### src/rtl/divider_arbiter_pkg.sv
// divider_arbiter_pkg
//   Shared definitions for the divider arbiter: the controller state
//   encoding and the default parameter values used by the top level.
package divider_arbiter_pkg;

  // Controller states: wait for a request, pulse the divider start,
  // then wait for the divider to finish or time out.
  typedef enum logic [1:0] {
    ST_IDLE  = 2'd0,
    ST_START = 2'd1,
    ST_WAIT  = 2'd2
  } state_e;

  localparam int NUM_REQ_DEFAULT        = 2;
  localparam int TIMEOUT_CYCLES_DEFAULT = 63;

endpackage : divider_arbiter_pkg

### src/rtl/divider_arbiter_rr_picker.sv
// rr_picker
//   Round-robin selector. Scans the eligible mask starting at rr_ptr and
//   wrapping around, and returns the first eligible index as a one-hot grant.
//   Ports:
//     eligible  [N-1:0]  requesters that may be granted this cycle
//     rr_ptr    [PW-1:0] index with highest priority (must be < N)
//     grant     [N-1:0]  one-hot grant, all-zero when nothing is eligible
//     any_grant          high when grant is non-zero
module rr_picker #(
  parameter int N  = 2,
  parameter int PW = 1
) (
  input  logic [N-1:0]  eligible,
  input  logic [PW-1:0] rr_ptr,
  output logic [N-1:0]  grant,
  output logic          any_grant
);

  // One extra bit so rr_ptr + offset (< 2N) never overflows before wrapping.
  logic [PW:0] idx_s;

  // Priority scan from rr_ptr upward, wrapping once past N-1.
  always_comb begin
    grant     = '0;
    any_grant = 1'b0;
    idx_s     = '0;
    for (int k = 0; k < N; k++) begin
      idx_s = {1'b0, rr_ptr} + (PW + 1)'(k);
      if (idx_s >= (PW + 1)'(N)) begin
        idx_s = idx_s - (PW + 1)'(N);
      end else begin
        idx_s = idx_s;
      end
      if (!any_grant && eligible[idx_s[PW-1:0]]) begin
        grant[idx_s[PW-1:0]] = 1'b1;
        any_grant            = 1'b1;
      end else begin
        any_grant = any_grant;
      end
    end
  end

endmodule : rr_picker

### src/rtl/divider_arbiter.sv
// divider_arbiter
//   Shares one external divider between NUM_REQ requesters. A requester is
//   eligible when it asserts req_valid and has no unconsumed result. The
//   controller grants one eligible requester (round-robin), latches its
//   operands, pulses div_start, then waits for the divider. The result (or a
//   timeout abort after TIMEOUT_CYCLES+1 wait cycles) is parked in the
//   owner's response slot until that requester consumes it.
//   Ports:
//     clk, reset_n                        clock, async active-low reset
//     req_valid/req_ready                 per-requester request handshake
//     req_dividend/divisor/is_8_bit/is_signed  per-requester operands
//     resp_valid/resp_ready               per-requester result handshake
//     resp_quotient/remainder/error/timeout    per-requester result slot
//     div_start/dividend/divisor/is_8_bit/is_signed  divider command
//     div_busy/complete/error/quotient/remainder     divider status/result
module divider_arbiter
  import divider_arbiter_pkg::*;
#(
  parameter int NUM_REQ        = NUM_REQ_DEFAULT,
  parameter int TIMEOUT_CYCLES = TIMEOUT_CYCLES_DEFAULT
) (
  input  logic                     clk,
  input  logic                     reset_n,
  input  logic [NUM_REQ-1:0]       req_valid,
  output logic [NUM_REQ-1:0]       req_ready,
  input  logic [NUM_REQ-1:0][31:0] req_dividend,
  input  logic [NUM_REQ-1:0][15:0] req_divisor,
  input  logic [NUM_REQ-1:0]       req_is_8_bit,
  input  logic [NUM_REQ-1:0]       req_is_signed,
  output logic [NUM_REQ-1:0]       resp_valid,
  input  logic [NUM_REQ-1:0]       resp_ready,
  output logic [NUM_REQ-1:0][15:0] resp_quotient,
  output logic [NUM_REQ-1:0][15:0] resp_remainder,
  output logic [NUM_REQ-1:0]       resp_error,
  output logic [NUM_REQ-1:0]       resp_timeout,
  output logic                     div_start,
  output logic                     div_is_8_bit,
  output logic                     div_is_signed,
  output logic [31:0]              div_dividend,
  output logic [15:0]              div_divisor,
  input  logic                     div_busy,
  input  logic                     div_complete,
  input  logic                     div_error,
  input  logic [15:0]              div_quotient,
  input  logic [15:0]              div_remainder
);

  localparam int PW = (NUM_REQ > 1) ? $clog2(NUM_REQ) : 1;
  localparam int CW = $clog2(TIMEOUT_CYCLES + 1);

  state_e                     state_r;
  state_e                     state_nxt_s;
  logic [PW-1:0]              rr_ptr_r;
  logic [PW-1:0]              owner_r;
  logic [CW-1:0]              cnt_r;
  logic [31:0]                dividend_r;
  logic [15:0]                divisor_r;
  logic                       is_8_bit_r;
  logic                       is_signed_r;
  logic                       div_start_r;
  logic [NUM_REQ-1:0]         resp_valid_r;
  logic [NUM_REQ-1:0]         resp_error_r;
  logic [NUM_REQ-1:0]         resp_timeout_r;
  logic [NUM_REQ-1:0][15:0]   resp_quotient_r;
  logic [NUM_REQ-1:0][15:0]   resp_remainder_r;

  logic [NUM_REQ-1:0]         eligible_s;
  logic [NUM_REQ-1:0]         grant_s;
  logic                       any_grant_s;
  logic [PW-1:0]              grant_idx_s;
  logic [PW-1:0]              next_ptr_s;
  logic                       accept_s;
  logic                       done_s;
  logic                       timeout_s;

  // Busy is informational only; completion is signalled by div_complete/div_error.
  logic                       unused_div_busy_s;
  assign unused_div_busy_s = div_busy;

  // Eligibility uses the registered response flag, so a slot being consumed
  // this cycle only becomes grantable on the following cycle.
  assign eligible_s = req_valid & ~resp_valid_r;

  rr_picker #(
    .N  (NUM_REQ),
    .PW (PW)
  ) u_rr_picker (
    .eligible  (eligible_s),
    .rr_ptr    (rr_ptr_r),
    .grant     (grant_s),
    .any_grant (any_grant_s)
  );

  // Encode the one-hot grant into an index (grant is one-hot, so OR is safe).
  always_comb begin
    grant_idx_s = '0;
    for (int k = 0; k < NUM_REQ; k++) begin
      grant_idx_s = grant_idx_s | (grant_s[k] ? PW'(k) : PW'(0));
    end
  end

  // Round-robin pointer moves to the requester after the one just served.
  always_comb begin
    if (owner_r == PW'(NUM_REQ - 1)) begin
      next_ptr_s = '0;
    end else begin
      next_ptr_s = owner_r + PW'(1);
    end
  end

  // FSM state register.
  always_ff @(posedge clk or negedge reset_n) begin
    if (!reset_n) begin
      state_r <= ST_IDLE;
    end else begin
      state_r <= state_nxt_s;
    end
  end

  // FSM next-state logic.
  always_comb begin
    state_nxt_s = state_r;
    case (state_r)
      ST_IDLE: begin
        if (any_grant_s) begin
          state_nxt_s = ST_START;
        end else begin
          state_nxt_s = ST_IDLE;
        end
      end
      ST_START: begin
        state_nxt_s = ST_WAIT;
      end
      ST_WAIT: begin
        if (done_s || timeout_s) begin
          state_nxt_s = ST_IDLE;
        end else begin
          state_nxt_s = ST_WAIT;
        end
      end
      default: begin
        state_nxt_s = ST_IDLE;
      end
    endcase
  end

  // FSM output decode. Divider completion wins over a same-cycle timeout,
  // and divider status outside WAIT is ignored.
  always_comb begin
    req_ready = '0;
    accept_s  = 1'b0;
    done_s    = 1'b0;
    timeout_s = 1'b0;
    case (state_r)
      ST_IDLE: begin
        req_ready = grant_s;
        accept_s  = any_grant_s;
      end
      ST_START: begin
        req_ready = '0;
      end
      ST_WAIT: begin
        done_s    = div_complete | div_error;
        timeout_s = !(div_complete | div_error) && (cnt_r == CW'(TIMEOUT_CYCLES));
      end
      default: begin
        req_ready = '0;
      end
    endcase
  end

  // Latch the granted requester's operands and identity on accept.
  always_ff @(posedge clk or negedge reset_n) begin
    if (!reset_n) begin
      owner_r     <= '0;
      dividend_r  <= 32'h0;
      divisor_r   <= 16'h0;
      is_8_bit_r  <= 1'b0;
      is_signed_r <= 1'b0;
    end else if (accept_s) begin
      owner_r     <= grant_idx_s;
      dividend_r  <= req_dividend[grant_idx_s];
      divisor_r   <= req_divisor[grant_idx_s];
      is_8_bit_r  <= req_is_8_bit[grant_idx_s];
      is_signed_r <= req_is_signed[grant_idx_s];
    end
  end

  // div_start is registered so it is high for exactly the START cycle.
  always_ff @(posedge clk or negedge reset_n) begin
    if (!reset_n) begin
      div_start_r <= 1'b0;
    end else begin
      div_start_r <= accept_s;
    end
  end

  // Wait-cycle counter: cleared in START, counts every WAIT cycle.
  always_ff @(posedge clk or negedge reset_n) begin
    if (!reset_n) begin
      cnt_r <= '0;
    end else begin
      case (state_r)
        ST_START: cnt_r <= '0;
        ST_WAIT:  cnt_r <= cnt_r + CW'(1);
        default:  cnt_r <= cnt_r;
      endcase
    end
  end

  // Round-robin pointer advances once per finished operation.
  always_ff @(posedge clk or negedge reset_n) begin
    if (!reset_n) begin
      rr_ptr_r <= '0;
    end else if (done_s || timeout_s) begin
      rr_ptr_r <= next_ptr_s;
    end
  end

  // Response slots: consume on resp_ready, fill on completion or timeout.
  // The owner's slot is empty while its operation runs, so fill and
  // consume never target the same slot in one cycle.
  always_ff @(posedge clk or negedge reset_n) begin
    if (!reset_n) begin
      resp_valid_r     <= '0;
      resp_error_r     <= '0;
      resp_timeout_r   <= '0;
      resp_quotient_r  <= '0;
      resp_remainder_r <= '0;
    end else begin
      for (int i = 0; i < NUM_REQ; i++) begin
        if (resp_valid_r[i] && resp_ready[i]) begin
          resp_valid_r[i] <= 1'b0;
        end
      end
      if (done_s) begin
        resp_valid_r[owner_r]     <= 1'b1;
        resp_quotient_r[owner_r]  <= div_quotient;
        resp_remainder_r[owner_r] <= div_remainder;
        resp_error_r[owner_r]     <= div_error;
        resp_timeout_r[owner_r]   <= 1'b0;
      end else if (timeout_s) begin
        resp_valid_r[owner_r]     <= 1'b1;
        resp_quotient_r[owner_r]  <= 16'h0;
        resp_remainder_r[owner_r] <= 16'h0;
        resp_error_r[owner_r]     <= 1'b1;
        resp_timeout_r[owner_r]   <= 1'b1;
      end
    end
  end

  assign div_start      = div_start_r;
  assign div_dividend   = dividend_r;
  assign div_divisor    = divisor_r;
  assign div_is_8_bit   = is_8_bit_r;
  assign div_is_signed  = is_signed_r;
  assign resp_valid     = resp_valid_r;
  assign resp_error     = resp_error_r;
  assign resp_timeout   = resp_timeout_r;
  assign resp_quotient  = resp_quotient_r;
  assign resp_remainder = resp_remainder_r;

endmodule : divider_arbiter

### config.mk
export PLATFORM = sky130hd
export DESIGN_NAME = divider_arbiter
export DESIGN_NICKNAME = d
export VERILOG_FILES = /design/src/rtl/divider_arbiter_pkg.sv /design/src/rtl/divider_arbiter_rr_picker.sv /design/src/rtl/divider_arbiter.sv
export SDC_FILE = /design/constraint.sdc
export NUM_CORES = 1
export LEC_CHECK = 0
export ABC_AREA = 1
export BUFFER_PORTS_ARGS = -buffer_cell sky130_fd_sc_hd__clkbuf_2
export CORE_MARGIN = 2
export CORE_UTILIZATION = 52
export CTS_BUF_LIST = sky130_fd_sc_hd__clkbuf_4 sky130_fd_sc_hd__clkbuf_8
export DETAILED_ROUTE_END_ITERATION = 10
export PLACE_DENSITY = 0.83
export SLEW_MARGIN = 20
export SYNTH_ARGS = -nofsm -noshare
export SYNTH_HDL_FRONTEND = slang
export SYNTH_SLANG_ARGS = --single-unit
### constraint.sdc
create_clock -name clk -period 4.1 [get_ports clk]
set_clock_uncertainty 0.05 [all_clocks]
set_input_delay 0.615 -clock clk [delete_from_list [all_inputs] [get_ports clk]]
set_output_delay 0.615 -clock clk [all_outputs]
set_load 0.03 [all_outputs]
---- Word level (Yosys, flattened, before mapping) ----
Cells that the tools add are included.
storage, ports and cells
  input port bits ......................... 141
  output and inout port bits .............. 123
  bits in registers ....................... 131
operators by class
  eq/ne operators ......................... 3
  reductions and logical operators ........ 13
  magnitude comparators ................... 9
  multiplexer cells ....................... 51
  bitwise logic cells ..................... 12
  add/sub/neg operators ................... 5
operator list
  operator                                                                      number
  32-bit 2-to-1 mux                                                             6
  32-bit AND                                                                    2
  32-bit bitwise mux                                                            2
  16-bit 2-to-1 mux                                                             3
  32-bit inverter                                                               1
  1-bit 2-to-1 mux                                                              23
  2-bit 2-to-1 mux                                                              10
  16-bit demux with 1-bit select                                                1
  6-bit case mux with 2 select lines                                            1
  1-bit by 2-bit less-than comparator with 1-bit output, second input constant  4
  2-bit bitwise OR                                                              4
  1-bit logical AND                                                             7
  6-bit by 1-bit adder with 6-bit output, second input constant                 1
  6-bit equality test, second input constant                                    1
  2-bit case mux with 3 select lines                                            1
  2-bit AND                                                                     2
  2-bit inverter                                                                2
  2-bit nonzero test                                                            2
  1-bit demux with 1-bit select                                                 3
  1-bit >= comparator, second input constant                                    3
  1-bit by 1-bit adder with 2-bit output, second input constant                 1
  2-bit bitwise mux                                                             1
  2-bit by 1-bit equality test with 1-bit output, second input constant         1
  2-bit equality test, second input constant                                    1
  8 further kinds                                                               10

---- Logic depth before layout (Yosys ltp) ----
  word-level depth ........................ 12
  mapped depth ............................ 9

---- Cells and area by module ----
Synthesis repeated with hierarchy kept, for this count alone.
unflattened totals
  cell total of the unflattened synthesis .. 651
  area total of the unflattened synthesis .. 5625.4 um2
modules (own cells, without submodules)
  module           instances  cells an instance  seq. area each (um2)  area each (um2)
  divider_arbiter  1          645                3278.1                5600.4
  rr_picker        1          6                  0.0                   25.0

---- Worst setup path after synthesis ----
OpenSTA, ideal clock, no wires.
  path type ............................... input -> output
  start ................................... input req_valid[1]
  end ..................................... output req_ready[1]
  setup slack ............................. 1.734 ns
  arrival time ............................ 1.701 ns
  stages on the path ...................... 7
  required time ........................... 3.435 ns
  cells stage by stage .................... inv_1 -> nor2_2 -> nand2_1 -> nand2_1 -> inv_2 -> buf_2 -> nor2_1
between the ends
  longest elaborated chain between the ends .. 8
ends and longest elaborated chain
  item                                                  RTL line                         text
  start, declared                                       divider_arbiter.sv:24            input logic [NUM_REQ-1:0] req_valid,
  2-bit AND *                                           divider_arbiter.sv:82            assign eligible_s = req_valid & ~resp_valid_r;
  1-bit 2-to-1 mux (not written as such) (2 in series)  divider_arbiter_rr_picker.sv:34  if (!any_grant && eligible[idx_s[PW-1:0]]) begin
  1-bit 2-to-1 mux                                      divider_arbiter_rr_picker.sv:34
  1-bit logical NOT                                     divider_arbiter_rr_picker.sv:34
  1-bit logical AND                                     divider_arbiter_rr_picker.sv:34
  2-bit 2-to-1 mux *                                    divider_arbiter_rr_picker.sv:34
  2-bit 2-to-1 mux *                                    divider_arbiter.sv:154           case (state_r)
  end, declared                                         divider_arbiter.sv:25            output logic [NUM_REQ-1:0] req_ready,
Mark *: on every way between the ends. The rest lies on a longest branch, timed or not. The select of a mux whose other input is x is not followed.

---- Worst setup path after layout ----
  start ................................... register owner_r
  end ..................................... register resp_quotient_r, in the netlist resp_quotient[31]
between the ends
  longest elaborated chain between the ends .. 8
ends and longest elaborated chain
  item                                                                                                                RTL line                                        text
  start, declared                                                                                                     divider_arbiter.sv:54                           logic [PW-1:0] owner_r;
  start signal, assigned                                                                                              divider_arbiter.sv:181                          owner_r <= grant_idx_s;
  1-bit by 2-bit less-than comparator with 1-bit output (not written as such) or 1-bit >= comparator (tied branches)  divider_arbiter.sv:238, divider_arbiter.sv:244
  1-bit logical AND (not written as such)                                                                             divider_arbiter.sv:238, divider_arbiter.sv:244
  16-bit 2-to-1 mux (not written as such)                                                                             divider_arbiter.sv:238, divider_arbiter.sv:244
  16-bit demux with 1-bit select *                                                                                    divider_arbiter.sv:238, divider_arbiter.sv:244
  32-bit inverter (no line)                                                                                           n/a
  32-bit AND (no line)                                                                                                n/a
  32-bit 2-to-1 mux                                                                                                   divider_arbiter.sv:242                          end else if (timeout_s) begin
  32-bit 2-to-1 mux *                                                                                                 divider_arbiter.sv:236                          if (done_s) begin
  end signal, assigned by index                                                                                       divider_arbiter.sv:238                          resp_quotient_r[owner_r] <= div_quotient;
  end, declared                                                                                                       divider_arbiter.sv:64                           logic [NUM_REQ-1:0][15:0] resp_quotient_r;
Marked as above.
A chain may end at the register's enable or synchronous reset.

==> reports/summary.txt <==
CP Capture Type -> register
Total of max-cap violations -> 0
TritonCTS clock tree -> yes
Syn avg cell area -> 6.55 µm²
DR pass1 iterations -> 5
CTS max path bufs -> 2
Synth top area cells -> dfrtp_1 (43%), nand2_1 (23%), nand3_1 (11%), inv_1 (8.8%), o21ai_0 (4.4%)
Synthesized instance count -> 1,158
Critical Path AT -> 3050 ps
WHS -> 201 ps
Synthesized net count -> 1,302
Post-synthesis register bit count -> 130
Clk slew on worst S/H paths -> 80 ps
Pwr Density -> 695 nW/µm²
Synthesized-area fraction occupied by adder cells -> 0.495%
First-pass GRT wire length -> 34,400 µm
Drt drc -> 0
Seq pwr share -> 31.5%
Main combinational cell family by area after synthesis -> simple AND/OR/NAND/NOR gates
Cells on worst reg2reg path -> 5
Sequential-to-total area share from yosys stat -> 42.9%
Sw Ratio -> 49.9%
Final Hold Fails -> 0
Placed Area -> 8870 µm²
Ys async rst share -> 100%
Grt ovf -> 0
Gp weighted congestion -> 0.833
Sw Pwr -> 3.22 mW
Number of flops mapped to enable cells by yosys -> 0
Reg2reg start -> owner_r
Post-synthesis xor/xnor area fraction -> 0.115%
Reg2reg end -> resp_quotient[31]
Chip Width -> 125 µm
Fin area -> 9280 µm²
Highest-delay cell along the critical path -> buf_4
Combinational power share -> 51.4%
Crit-path most repeated cell -> nand2_1
Post_cts resized -> 0
Commonest cells in the netlist -> nand2_1 (466), inv_1 (177), nand3_1 (172), dfrtp_1 (130), o21ai_0 (66)
Post-DP HPWL -> 13,600 µm
Final Slew Violations -> 0
Root Buffer -> clkbuf_8
Worst Slack Setup Final -> 1380 ps
Compound-Gate Fraction of Synth Area -> 5.01%
Top cell type by total area after synthesis -> dfrtp_1
IO buf count -> 262
Synth cell types -> 25
WS Path Type -> reg -> reg
TritonCTS Buffers -> 17
Postcts setup bufs -> 0
Via density -> 5.02
Vias in the first global route -> 7,030
Tot Pwr -> 6.45 mW
Fillcell total -> 1,309
Overall track demand over capacity in global routing -> 26.9%
RSZ-0062 raised after global routing -> no
Maximum VDD drop -> 0.000356 V
# clock sinks -> 130
Die area -> 15,600 µm²
Final cell count without fillers -> 1,572
Fraction of layout cells with a size suffix above 1 -> 23.1%
Worst path cell trace -> buf_4 > nand2_4 > nand2_2 > nand2_1 > nand2_1
YS warnings -> 0
Die height -> 125 µm
Max FO, Critical Path -> 102
Tightest Pin Transition -> 1050 ps
Slowest stage delay, CP -> 770 ps
Tcrit/Tclk final -> 66.5%
ANT cells -> 0
GRT met1 Usage -> 36.1%
Met2 usage -> 43.7%
Most frequent cell after synthesis -> nand2_1
Total Nets Final -> 1,519
Post-DR wirelength/cell -> 13.3 µm
Initial drt markers -> 661
Hold Path Class -> in -> async
Register area -> 3260 µm²
Required time of the critical path -> 4430 ps
Simple-gate share of the synthesized area -> 37.9%
IO Pins -> 264
Multi-input logic area -> 3330 µm²
Post-DRT Antenna Nets -> 0
Mapped Area -> 7590 µm²
Status -> complete, no violations
Critical path launch point type -> register
Pint -> 3.23 mW
Initial antenna violation count -> 0
Dpl cells -> 1,540
Core area -> 14,400 µm²
Pleak -> 5.73 nW
FP Rows -> 44
WL final -> 20,900 µm
Post-synthesis mux area share -> 0%
R2R Setup Slk -> 1380 ps
Synth-to-layout area growth -> 22.3%
Via count -> 7,894
Yosys top cell area share -> 42.9%
Largest net degree at the start of global routing -> 132
Pre-CTS setup slack -> 1380 ps
Final min period -> 2720 ps
Worst slew margin -> 30.1%
Clock power share -> 17.1%
GRT busiest layer -> met2
Later-pin clock latency in the skew report -> 440 ps
Fin Setup TNS -> 0 ps
Cts hold-fix bufs -> 0
Starting Density -> 52.8%
Utilization after layout -> 64.6%
Finish-stage setup viols -> 0
Max Freq -> 367 MHz
Top_reg_cell synth -> dfrtp_1
H-tree levels -> 4
GR Util met3 -> 5.54%
[metal layers]
layer,vias up,routed length (µm)
li1,3944,-
met4,0,398
met5,-,0
met1,3610,9000
met2,303,9960
met3,37,1510
[final cells by class]
cell class | count | share of cell area, %
clock buffer | 29 | 3.90
sequential | 130 | 35.1
tap | 184 | 2.48
clock inverter | 3 | 0.458
multi-input combinational | 774 | 35.8
inverter | 181 | 7.32
timing repair buffer | 271 | 14.9
[worst max-delay path: cells and delay by family (launching register included)]
kind	cells	cell delay (ps)
buffers and inverters	1	770
DFF	1	410
and+or+nand+nor	4	1400
[worst max-delay path by stage]
| stage | startpoint | to | slack, ps | cells after the start |
|---|---|---|---|---|
| floorplan | req_valid[1] | req_ready[1] | 1730 | 7 |
| global placement | owner_r | resp_quotient[20] | 1450 | 5 |
| detailed placement | owner_r | resp_quotient[31] | 1380 | 5 |
| CTS | owner_r | resp_quotient[31] | 1360 | 5 |
| global route | owner_r | resp_remainder[30] | 1150 | 5 |
| finish | owner_r | resp_quotient[31] | 1380 | 5 |
[placed cells by master (no fill, tap or decap)]
master      instances
dfrtp_4             1
nand2_8             1
or2_2               1
clkinv_2            1
bufinv_16           1
ha_1                3
a21boi_0            2
nor3_1              1
nand2_1           464
o21ai_0            66
nand3b_1            1
nand2_4             2
inv_2               4
nand2_2             5
nor2_2              2
nor2_1             42
and3_1              1
clkinvlp_4          1
inv_1             177
a21oi_1             7
nand3_1           172
buf_4               9
buf_6               1
nand4_1             1
clkbuf_2          261
clkbuf_8           23
xnor2_1             1
nor2_4              2
dfrtp_1           129
clkbuf_4            6
[power groups by stage]
stage / Clock, mW / Sequential (mW) / Combinational (mW)
floorplan: 0 / 2.81 / 1.63
global placement: 0 / 2.03 / 3.27
detailed placement: 0 / 2.03 / 3.34
CTS: 1.12 / 2.03 / 3.34
global route: 1.18 / 2.08 / 3.65
finish: 1.10 / 2.03 / 3.32
[flip-flops by register name (all words and copies together), names as in the netlist, named ones only]
name            flops
div_is_8_bit        1
div_is_signed       1
div_dividend       32
owner_r             1
resp_valid          2
resp_error          2
cnt_r               6
resp_quotient      32
resp_remainder     32
rr_ptr_r            1
state_r             2
div_divisor        16
[kinds of logic (layout without fill, tap and decap cells)]
| kind of cell | Yosys count | count (layout) |
|---|---|---|
| AND/OR/NAND/NOR | 695 | 695 |
| XOR/XNOR | 1 | 1 |
| adder cells (fa/ha/maj) | 3 | 3 |
| buffers and inverters | 254 | 484 |
| AO/OA/AOI/OAI | 75 | 75 |
| flip-flops | 130 | 130 |
(Power assumes the default switching activity.)
